`config.mk`:
```
export PLATFORM = sky130hd
export DESIGN_NAME = egress_scheduler
export DESIGN_NICKNAME = d
export VERILOG_FILES = /design/src/rtl/egress_scheduler_pkg.sv /design/src/rtl/egress_scheduler_rr_arbiter.sv /design/src/rtl/egress_scheduler.sv
export SDC_FILE = /design/constraint.sdc
export NUM_CORES = 1
export LEC_CHECK = 0
export BUFFER_PORTS_ARGS = -buffer_cell sky130_fd_sc_hd__buf_2
export CAP_MARGIN = 10
export CORE_ASPECT_RATIO = 2
export CORE_MARGIN = 1
export CORE_UTILIZATION = 30
export CTS_BUF_LIST = sky130_fd_sc_hd__clkbuf_8 sky130_fd_sc_hd__clkbuf_16
export CTS_CLUSTER_SIZE = 40
export DETAILED_ROUTE_END_ITERATION = 7
export GPL_TIMING_DRIVEN = 0
export REMOVE_ABC_BUFFERS = 1
export SYNTH_ARGS = -nofsm -noshare
export SYNTH_HDL_FRONTEND = slang
export SYNTH_HIERARCHICAL = 1
export SYNTH_SLANG_ARGS = --single-unit
```
`constraint.sdc`:
```
create_clock -name clk -period 9.2 [get_ports clk]
set_clock_uncertainty 0.15 [all_clocks]
set_input_delay 1.38 -clock clk [delete_from_list [all_inputs] [get_ports clk]]
set_output_delay 1.38 -clock clk [all_outputs]
set_load 0.02 [all_outputs]
```
`src/rtl/egress_scheduler_pkg.sv`:
```
// rtl/egress_scheduler_pkg.sv - shared stream types and FSM states for the egress scheduler
package egress_scheduler_pkg;

  localparam int TDEST_W = 2;
  localparam int TDATA_W = 16;

  typedef struct packed {
    logic               tvalid;
    logic [TDATA_W-1:0] tdata;
    logic [TDEST_W-1:0] tdest;
    logic               tlast;
  } axis_d_source_t;

  typedef struct packed {
    logic tready;
  } axis_d_sink_t;

  typedef enum logic {
    IDLE   = 1'b0,
    LOCKED = 1'b1
  } egress_state_e;

endpackage

```
`src/rtl/egress_scheduler_rr_arbiter.sv`:
```
// rtl/egress_scheduler_rr_arbiter.sv - combinational round-robin pick, one per egress port
module rr_arbiter #(
  parameter int N  = 4,
  parameter int PW = $clog2(N)
) (
  input  logic [N-1:0]  req,
  input  logic [PW-1:0] ptr,
  output logic [N-1:0]  gnt
);

  logic found;

  // First requester at or after ptr wins; then wrap around to the ones below ptr
  always_comb begin
    gnt   = '0;
    found = 1'b0;
    for (int i = 0; i < N; i++) begin
      if (!found && req[i] && (i >= int'(ptr))) begin
        gnt[i] = 1'b1;
        found  = 1'b1;
      end
    end
    for (int i = 0; i < N; i++) begin
      if (!found && req[i] && (i < int'(ptr))) begin
        gnt[i] = 1'b1;
        found  = 1'b1;
      end
    end
  end

endmodule

```
`src/rtl/egress_scheduler.sv`:
```
// rtl/egress_scheduler.sv - frame-granular crossbar routing ingress streams to egress ports by tdest
module egress_scheduler
  import egress_scheduler_pkg::*;
#(
  parameter int NUM_INGRESS = 4,
  parameter int NUM_EGRESS  = 4,
  parameter int CTR_WIDTH   = 32
) (
  input  logic                                  clk,
  input  logic                                  reset,
  input  logic                                  en,
  input  axis_d_source_t [NUM_INGRESS-1:0]      ingress_source,
  output axis_d_sink_t   [NUM_INGRESS-1:0]      ingress_sink,
  output axis_d_source_t [NUM_EGRESS-1:0]       egress_source,
  input  axis_d_sink_t   [NUM_EGRESS-1:0]       egress_sink,
  output logic [NUM_EGRESS-1:0]                 busy,
  output logic [NUM_EGRESS-1:0][CTR_WIDTH-1:0]  frame_count
);

  localparam int IDX_W = $clog2(NUM_INGRESS);

  egress_state_e state_q [NUM_EGRESS];
  egress_state_e state_d [NUM_EGRESS];
  logic [NUM_EGRESS-1:0][IDX_W-1:0]     grant_q, grant_d;
  logic [NUM_EGRESS-1:0][IDX_W-1:0]     ptr_q, ptr_d;
  logic [NUM_EGRESS-1:0][CTR_WIDTH-1:0] frame_count_q, frame_count_d;

  logic [NUM_INGRESS-1:0]                 src_held;
  logic [NUM_EGRESS-1:0][NUM_INGRESS-1:0] req;
  logic [NUM_EGRESS-1:0][NUM_INGRESS-1:0] arb_gnt;
  logic [NUM_EGRESS-1:0][IDX_W-1:0]       arb_idx;
  logic [NUM_EGRESS-1:0]                  beat_last;

  // A source already owned by an egress cannot request again until its tlast beat
  always_comb begin
    src_held = '0;
    req      = '0;
    for (int e = 0; e < NUM_EGRESS; e++) begin
      if (state_q[e] == LOCKED) src_held[grant_q[e]] = 1'b1;
    end
    for (int e = 0; e < NUM_EGRESS; e++) begin
      for (int i = 0; i < NUM_INGRESS; i++) begin
        req[e][i] = ingress_source[i].tvalid &&
                    (ingress_source[i].tdest == TDEST_W'(e)) &&
                    !src_held[i];
      end
    end
  end

  for (genvar e = 0; e < NUM_EGRESS; e++) begin : g_arb
    rr_arbiter #(
      .N  (NUM_INGRESS),
      .PW (IDX_W)
    ) u_rr_arbiter (
      .req (req[e]),
      .ptr (ptr_q[e]),
      .gnt (arb_gnt[e])
    );
  end

  // Locked ports are a straight wire from the granted source; tready flows back the same way
  always_comb begin
    egress_source = '0;
    ingress_sink  = '0;
    busy          = '0;
    beat_last     = '0;
    for (int e = 0; e < NUM_EGRESS; e++) begin
      if (state_q[e] == LOCKED) begin
        busy[e]                          = 1'b1;
        egress_source[e]                 = ingress_source[grant_q[e]];
        ingress_sink[grant_q[e]].tready  = egress_sink[e].tready;
        beat_last[e] = ingress_source[grant_q[e]].tvalid &&
                       ingress_source[grant_q[e]].tlast &&
                       egress_sink[e].tready;
      end
    end
  end

  // Per-egress FSM: grant on a registered pick, release after the tlast beat
  always_comb begin
    state_d       = state_q;
    grant_d       = grant_q;
    ptr_d         = ptr_q;
    frame_count_d = frame_count_q;
    arb_idx       = '0;
    for (int e = 0; e < NUM_EGRESS; e++) begin
      for (int i = 0; i < NUM_INGRESS; i++) begin
        if (arb_gnt[e][i]) arb_idx[e] = IDX_W'(i);
      end
      case (state_q[e])
        IDLE: begin
          if (en && (|req[e])) begin
            state_d[e] = LOCKED;
            grant_d[e] = arb_idx[e];
          end
        end
        LOCKED: begin
          if (beat_last[e]) begin
            state_d[e]       = IDLE;
            ptr_d[e]         = (grant_q[e] == IDX_W'(NUM_INGRESS - 1)) ? '0
                                                                       : grant_q[e] + IDX_W'(1);
            frame_count_d[e] = frame_count_q[e] + CTR_WIDTH'(1);
          end
        end
        default: state_d[e] = IDLE;
      endcase
    end
  end

  // State, grant, pointer and counter registers
  always_ff @(posedge clk or negedge reset) begin
    if (!reset) begin
      for (int e = 0; e < NUM_EGRESS; e++) state_q[e] <= IDLE;
      grant_q       <= '0;
      ptr_q         <= '0;
      frame_count_q <= '0;
    end else begin
      state_q       <= state_d;
      grant_q       <= grant_d;
      ptr_q         <= ptr_d;
      frame_count_q <= frame_count_d;
    end
  end

  assign frame_count = frame_count_q;

endmodule

```
==> Word level (Yosys, flattened, before mapping) <==
Index checks and enable logic that the tools add are counted.
{ "word_totals": {"reg_bits": 148, "latch_bits": 0, "mem_bits_rw": 0, "rom_bits": 0, "wordCells": 331, "memories": 0} }
{ "classes": {"n_addsub": 8, "mul": 0, "div_mod_pow": 0, "magnitude_cmp": 32, "n_eq_ne": 16, "shift": 0, "n_mux": 111, "bitwise_logic": 8, "reduce_logical": 140} }
{ "op_table": {"columns": ["op", "count"], "rows": [
  ["20-bit binary-select mux with 2-bit select", 4],
  ["20-bit 2-to-1 mux", 8],
  ["32-bit by 1-bit adder with 32-bit output (second input constant)", 4],
  ["1-bit logical AND", 96],
  ["1-bit 2-to-1 mux", 68],
  ["4-bit 2-to-1 mux", 8],
  ["1-bit logical NOT", 28],
  ["2-bit == test (second input constant)", 12],
  ["2-bit 2-to-1 mux", 12],
  ["1-bit by 2-bit greater-or-equal comparator with 1-bit output (first input constant)", 8],
  ["1-bit by 2-bit < comparator with 1-bit output (first input constant)", 8],
  ["2-bit AND reduction", 8],
  ["4-bit OR reduction", 4],
  ["4-bit bitwise mux", 3],
  ["2-bit by 3-bit < comparator with 1-bit output (second input constant)", 4],
  ["4-bit OR", 3],
  ["2-bit by 1-bit adder with 2-bit output (second input constant)", 4],
  ["1-bit demux with 2-bit select", 4],
  ["2-bit by 1-bit == test with 1-bit output (second input constant)", 4],
  ["2-bit by 1-bit greater-or-equal comparator with 1-bit output (second input constant)", 4],
  ["2-bit greater-or-equal comparator (first input constant)", 4],
  ["2-bit logical NOT", 4],
  ["2-bit < comparator (first input constant)", 4],
  ["1-bit one-hot mux with 2 select lines", 4],
  ["2 further kinds", 5]
]} }

==> Depth between registers and ports, before layout <==
Gate-level depths: netlist of the first run.
{ "depth": {"depth_word": 40, "depth_mapped": 13, "ltp_nobuf": 11} }

==> Hierarchy <==
Netlist of the first run, hierarchy kept.
{ "modules_own_cells": {"columns": ["mod", "instances", "cells_each", "area_each_um2"], "rows": [
  ["egress_scheduler", 1, 879, 9616.7],
  ["rr_arbiter", 4, 17, 103.8]
]} }

==> Worst setup path before layout of the first run <==
No wires, ideal clock.
{ "synth_path": {"kind": "reg2out", "start": "register grant_q[3] in the netlist's numbering", "end": "output port ingress_sink[1] in the netlist's numbering", "t_arrival_ps": 2102, "required_ps": 7670, "slack_ps": 5568, "path_stages_with_launch": 10, "cell_sequence": "dfrtp_1 > buf_1 > buf_1 > inv_1 > ha_1 > nand2_1 > nand2_1 > a21oi_1 > mux2i_1 > a21oi_1"} }
{ "synth_lines": {"columns": ["element", "line_no", "rtl"], "rows": [
  ["from (decl)", "egress_scheduler.sv:24", "logic [NUM_EGRESS-1:0][IDX_W-1:0] grant_q, grant_d;"],
  ["from (signal assigned)", "egress_scheduler.sv:119", "grant_q <= grant_d;"],
  ["to (decl)", "egress_scheduler.sv:13", "output axis_d_sink_t [NUM_INGRESS-1:0] ingress_sink,"]
]} }

==> flow_summary.ini, run 1 <==
[timing]
max_slew_margin_pct = 9.94
tightest_slew_ps = 1350
period_minus_slack_ps = 4650
setup_violations = 0
rsz0062_at_grt = no
finalSetupTns_ps = 0
fmax_mhz = 215
finalHoldViolCount = 0
finalCritPeriodShare_pct = 50.5
final-max-slew-violation-count = 0

[logic_synthesis]
synthCells = 931
yosys_warnings = 6
syn_area_um2 = 9920
synth_area_per_cell_um2 = 10.7

[global_routing]
grt_pass1_wl_mm = 48.5
gr-usage-all-layers_pct = 19.1
grt_max_degree = 87
antenna_found_initial = 0
globalRouteOverflowTotal = 0
grt_pass1_vias = 8748

[drt]
routed-via-count = 8498
ant_nets = 0
drt_iter0_markers = 361
wl_mm = 31.1
first_pass_iters = 5
drc = 0
wire_per_inst_um = 18.8
viasPerCell = 5.14

[floorplanning]
fp-row-count = 93
fp.coreArea_um2 = 32300
initial_core_util_pct = 30.7
io_pins = 303
die_y_um = 259
die_x_um = 131
dieArea_um2 = 33800

[cells_and_area]
area_delta_synth_final_pct = 25.9
num_antenna_cells = 0
nets = 1319
drive_above_1_share_pct = 35.9
stdcell_count = 1652
fill_cells = 3260

[job]
drv_cap = 0

[clock_network]
numCtsBuffers = 17
cts_tree = yes
cts_resized = 0
max-clock-path-buffers = 2
cts_post_setup_buffers_inserted = 0
clkTransAtPathRegs_ps = 60
clock_sinks = 148
h-tree-depth = 4
clkLatencyLatePin_ps = 440
ctsRootBufferMaster = clkbuf_16
holdBufCountCts = 0

[power_and_ir_drop]
power_density_nw_per_um2 = 262
vdd_drop_max_v = 0.000164
p_leak_nw = 5.99
power_mw = 3.27

[worst_setup_path]
required_ps = 7670
startpoint_type = flop
arrival_ps = 3120
worstPathMaxFanout = 23
end_kind = output pin
crit_slowest_cell = dfrtp_1
path_class = flop to output pin
max_stage_delay_ps = 1240
path_cells = inv_1 > ha_1 > a21oi_1 > a31oi_1 > a221oi_1 > a31o_2 > buf_2

[place]
io_buffers = 302
dp_hpwl_mm = 23.7
place.gp.congestion = 0.826
dp_cells = 1619

[hold_path]
worstHoldPathType = flop to flop

[run_status]
status = finished, final reports clean
[layout make-up]
type	instances	area [um2]	share of cell area, %
multi-input cells	700	5880	47.1
flip-flops and latches	148	3710	29.7
repair buffers	304	1570	12.6
well taps	427	534	4.28
clock buffers	19	453	3.63
clock inverters	13	181	1.45
inverters	41	154	1.23
[where the power goes]
| part | internal [mW] | switching, mW |
|---|---|---|
| logic | 0.702 | 0.732 |
| clock network | 0.468 | 0.287 |
| registers | 0.716 | 0.367 |
| total | 1.89 | 1.39 |
[layout by cell type, fill, tap and decap left out, drive strengths merged, types with 20 or more instances in the layout]
| cell | count |
|---|---|
| buf | 304 |
| dfrtp | 148 |
| and2 | 86 |
| mux4 | 80 |
| xnor2 | 76 |
| nand2 | 74 |
| nand3 | 54 |
| nor2 | 53 |
| xor2 | 48 |
| inv | 43 |
| nand4 | 40 |
| nor3 | 34 |
| and3 | 26 |
| ha | 20 |
[worst max-delay path, delay by kind of cell (launching register included)]
| kind | cells | cell delay, ps |
|---|---|---|
| buffers and inverters | 2 | 480 |
| adder cells (fa/ha/maj) | 1 | 330 |
| flip-flops | 1 | 1240 |
| AO/OA/AOI/OAI | 4 | 630 |
[per-stage QoR]
stage,worst slack (ps),cell area [um2],hold slack (ps),util [%]
CTS,4480,12500,314,38.5
detailed placement,4970,11800,302,36.6
floorplan,5470,9740,345,-
global placement,4230,11800,301,36.4
finish,4550,12500,307,38.6
global route,4460,12500,338,38.6
[worst paths after layout]
| path | endpoint | slack, ps | from | cells after the start |
|---|---|---|---|---|
| setup / recovery | ingress_sink[0] | 4550 | grant_q[3] | 7 |
| hold / removal | frame_count[63] | 310 | frame_count[63] | 1 |
| setup reg to reg | grant_q[6] | 5130 | grant_q[3] | 9 |
| hold reg to reg | frame_count[63] | 310 | frame_count[63] | 1 |
| max in group asynchronous | frame_count[37] | 7280 | reset | 2 |
| min in group asynchronous | frame_count[96] | 740 | reset | 1 |
[flip-flops by register name (all words and copies together), names as in the netlist]
register     cells
frame_count    128
grant_q          8
ptr_q            8
state_q          4
[per-layer routing]
metal,GRT usage (%),vias up,share of wire [%]
met5,0,-,0
met1,18.6,4206,35
met2,36.5,319,56
met4,9.77,0,4.4
met3,3.96,63,4.8
li1,-,3910,-
No activity file was read; power rests on OpenSTA's default activity.
==> run 2: changes to the inputs <==
--- a/config.mk
+++ b/config.mk
@@ -5,6 +5,7 @@
 export SDC_FILE = /design/constraint.sdc
 export NUM_CORES = 1
 export LEC_CHECK = 0
+export ABC_AREA = 1
 export BUFFER_PORTS_ARGS = -buffer_cell sky130_fd_sc_hd__buf_2
 export CAP_MARGIN = 10
 export CORE_ASPECT_RATIO = 2
==> constraint.sdc (replaced) <==
create_clock -name clk -period 4.08 [get_ports clk]
set_clock_uncertainty 0.15 [all_clocks]
set_input_delay 0.612 -clock clk [delete_from_list [all_inputs] [get_ports clk]]
set_output_delay 0.612 -clock clk [all_outputs]
set_load 0.02 [all_outputs]
==> flow_summary.ini, run 2 <==
[run_status]
status = finished, final reports clean

[timing]
max_slew_margin_pct = 33.9
finalHoldViolCount = 0
period_minus_slack_ps = 3670
setup_violations = 0
rsz0062_at_grt = no
final-max-slew-violation-count = 0
fin_hold_ws_ps = 359
tightest_slew_ps = 989
finalCritPeriodShare_pct = 90.0
fmax_mhz = 272

[drt]
drt_iter0_markers = 923
wl_mm = 46.5
drc = 0
drt-met1-wl_mm = 17.6
viasPerCell = 5.03
ant_nets = 0
routed-via-count = 14600
wl_met2_mm = 24.5
dr_wl_met3_mm = 2.08
wire_per_inst_um = 16.0
top_layer = met4
first_pass_iters = 6

[floorplanning]
initial_core_util_pct = 30.4
fp.coreArea_um2 = 41800
io_pins = 303
dieArea_um2 = 43200
die_x_um = 147
die_y_um = 293
fp-row-count = 106

[global_routing]
grt_pass1_vias = 13800
antenna_found_initial = 8
grt_max_degree = 85
gr-usage-all-layers_pct = 21.4
globalRouteOverflowTotal = 0
grt_pass1_wl_mm = 72.9

[worst_setup_path]
cp_num_buf_inv = 2
critical-path-top-delay-family = flip-flops
required_ps = 3320
path_cells = inv_1 > ha_1 > nand2_1 > o21ai_0 > o221ai_1 > o21ai_0 > buf_2
reg2reg_setup_slack_ps = 780
cp_common_cell = o21ai_0
reg2reg_depth = 18
max_stage_delay_ps = 930
arrival_ps = 2910
worstPathMaxFanout = 40
path_class = flop to output pin
end_kind = output pin
timing.rr.end = grant_q[6]
r2r_start = grant_q[1]
startpoint_type = flop
crit_slowest_cell = dfrtp_2

[cells_and_area]
nets = 2450
final_cell_mix = nand2_1, buf_2, nor2_1, inv_1, a21oi_1
fill_cells = 4591
fin_util_pct = 36.7
area_delta_synth_final_pct = 20.7
largest_reg_flops = 128
final_common_cell = nand2_1
drive_above_1_share_pct = 16.8

[logic_synthesis]
synth_area_per_cell_um2 = 6.07
syn_area_um2 = 12700
synthCells = 2093
yosys_warnings = 6

[job]
drv_cap = 0

[clock_network]
h-tree-depth = 4
cts_post_setup_buffers_inserted = 0
ctsRootBufferMaster = clkbuf_16
max-clock-path-buffers = 2
holdBufCountCts = 1
clkLatencyLatePin_ps = 450
numCtsBuffers = 17
cts_tree = yes
clock_sinks = 148
cts_resized = 0
clkTransAtPathRegs_ps = 60

[power_and_ir_drop]
p_int_mw = 4.01
p_switching_mw = 4.15
switching_share_pct = 50.9
p_leak_nw = 7.59
vdd_drop_max_v = 0.000478
power_frac_comb_pct = 53.3
clockPowerShare_pct = 20.8
power_density_nw_per_um2 = 533
pwr-share-seq_pct = 26.0

[hold_path]
whs_endpoint = ptr_q[6]
worstHoldPathType = flop to flop
hp-start = ptr_q[6]
hold_depth = 2

[place]
place.gp.congestion = 0.911
dp_hpwl_mm = 35.4
io_buffers = 302
==> run 2: cell type report <==
type | count | area, um2 | area share (%)
Multi-Input combinational cell | 1700 | 7970 | 52.0
Inverter | 165 | 619 | 4.04
Antenna cell | 7 | 17.5 | 0.114
Sequential cell | 148 | 3710 | 24.2
Clock inverter | 15 | 190 | 1.24
Clock buffer | 17 | 425 | 2.78
Tap cell | 540 | 676 | 4.41
Timing Repair Buffer | 311 | 1710 | 11.2
==> run 2: worst max-delay path by stage <==
stage / startpoint / endpoint / cells past startpoint
2_1_floorplan: grant_q[2] / ingress_sink[2] / 7
5_1_grt: grant_q[1] / ingress_sink[1] / 8
3_5_place_dp: grant_q[1] / grant_q[6] / 18
3_3_place_gp: reset / frame_count[4] / 1
6_report: grant_q[5] / ingress_sink[1] / 7
4_1_cts: grant_q[5] / ingress_sink[1] / 7
==> run 2: power by group through the flow <==
stage | logic [mW] | clock network (mW) | registers (mW)
global route | 4.78 | 1.80 | 2.16
CTS | 4.36 | 1.76 | 2.11
global placement | 3.84 | 0 | 2.45
finish | 4.35 | 1.69 | 2.12
floorplan | 2.50 | 0 | 2.27
detailed placement | 4.34 | 0 | 2.14
==> run 2: worst min-delay path: cells and delay by family (launching register included) <==
kind	cells	cell delay [ps]
flops	1	360
simple gates	2	110
==> run 2: metrics by stage <==
step / setup slack [ps] / setup TNS (ps) / area [um2] / cells / power (mW)
2_1_floorplan: 898 / 0 / 12300 / 2013 / 4.77
3_3_place_gp: -264 / -34870 / 14500 / 2855 / 6.28
3_5_place_dp: 855 / 0 / 14700 / 2863 / 6.48
4_1_cts: 410 / 0 / 15300 / 2896 / 8.23
5_1_grt: 252 / 0 / 15300 / 2903 / 8.75
6_report: 408 / 0 / 15300 / 2903 / 8.16
==> run 2: layer usage <==
| layer | up-vias | GRT usage, % |
|---|---|---|
| met2 | 511 | 39.6 |
| met1 | 6673 | 22.8 |
| met3 | 129 | 3.23 |
| li1 | 7276 | - |
| met4 | 0 | 12.4 |
| met5 | - | 0 |
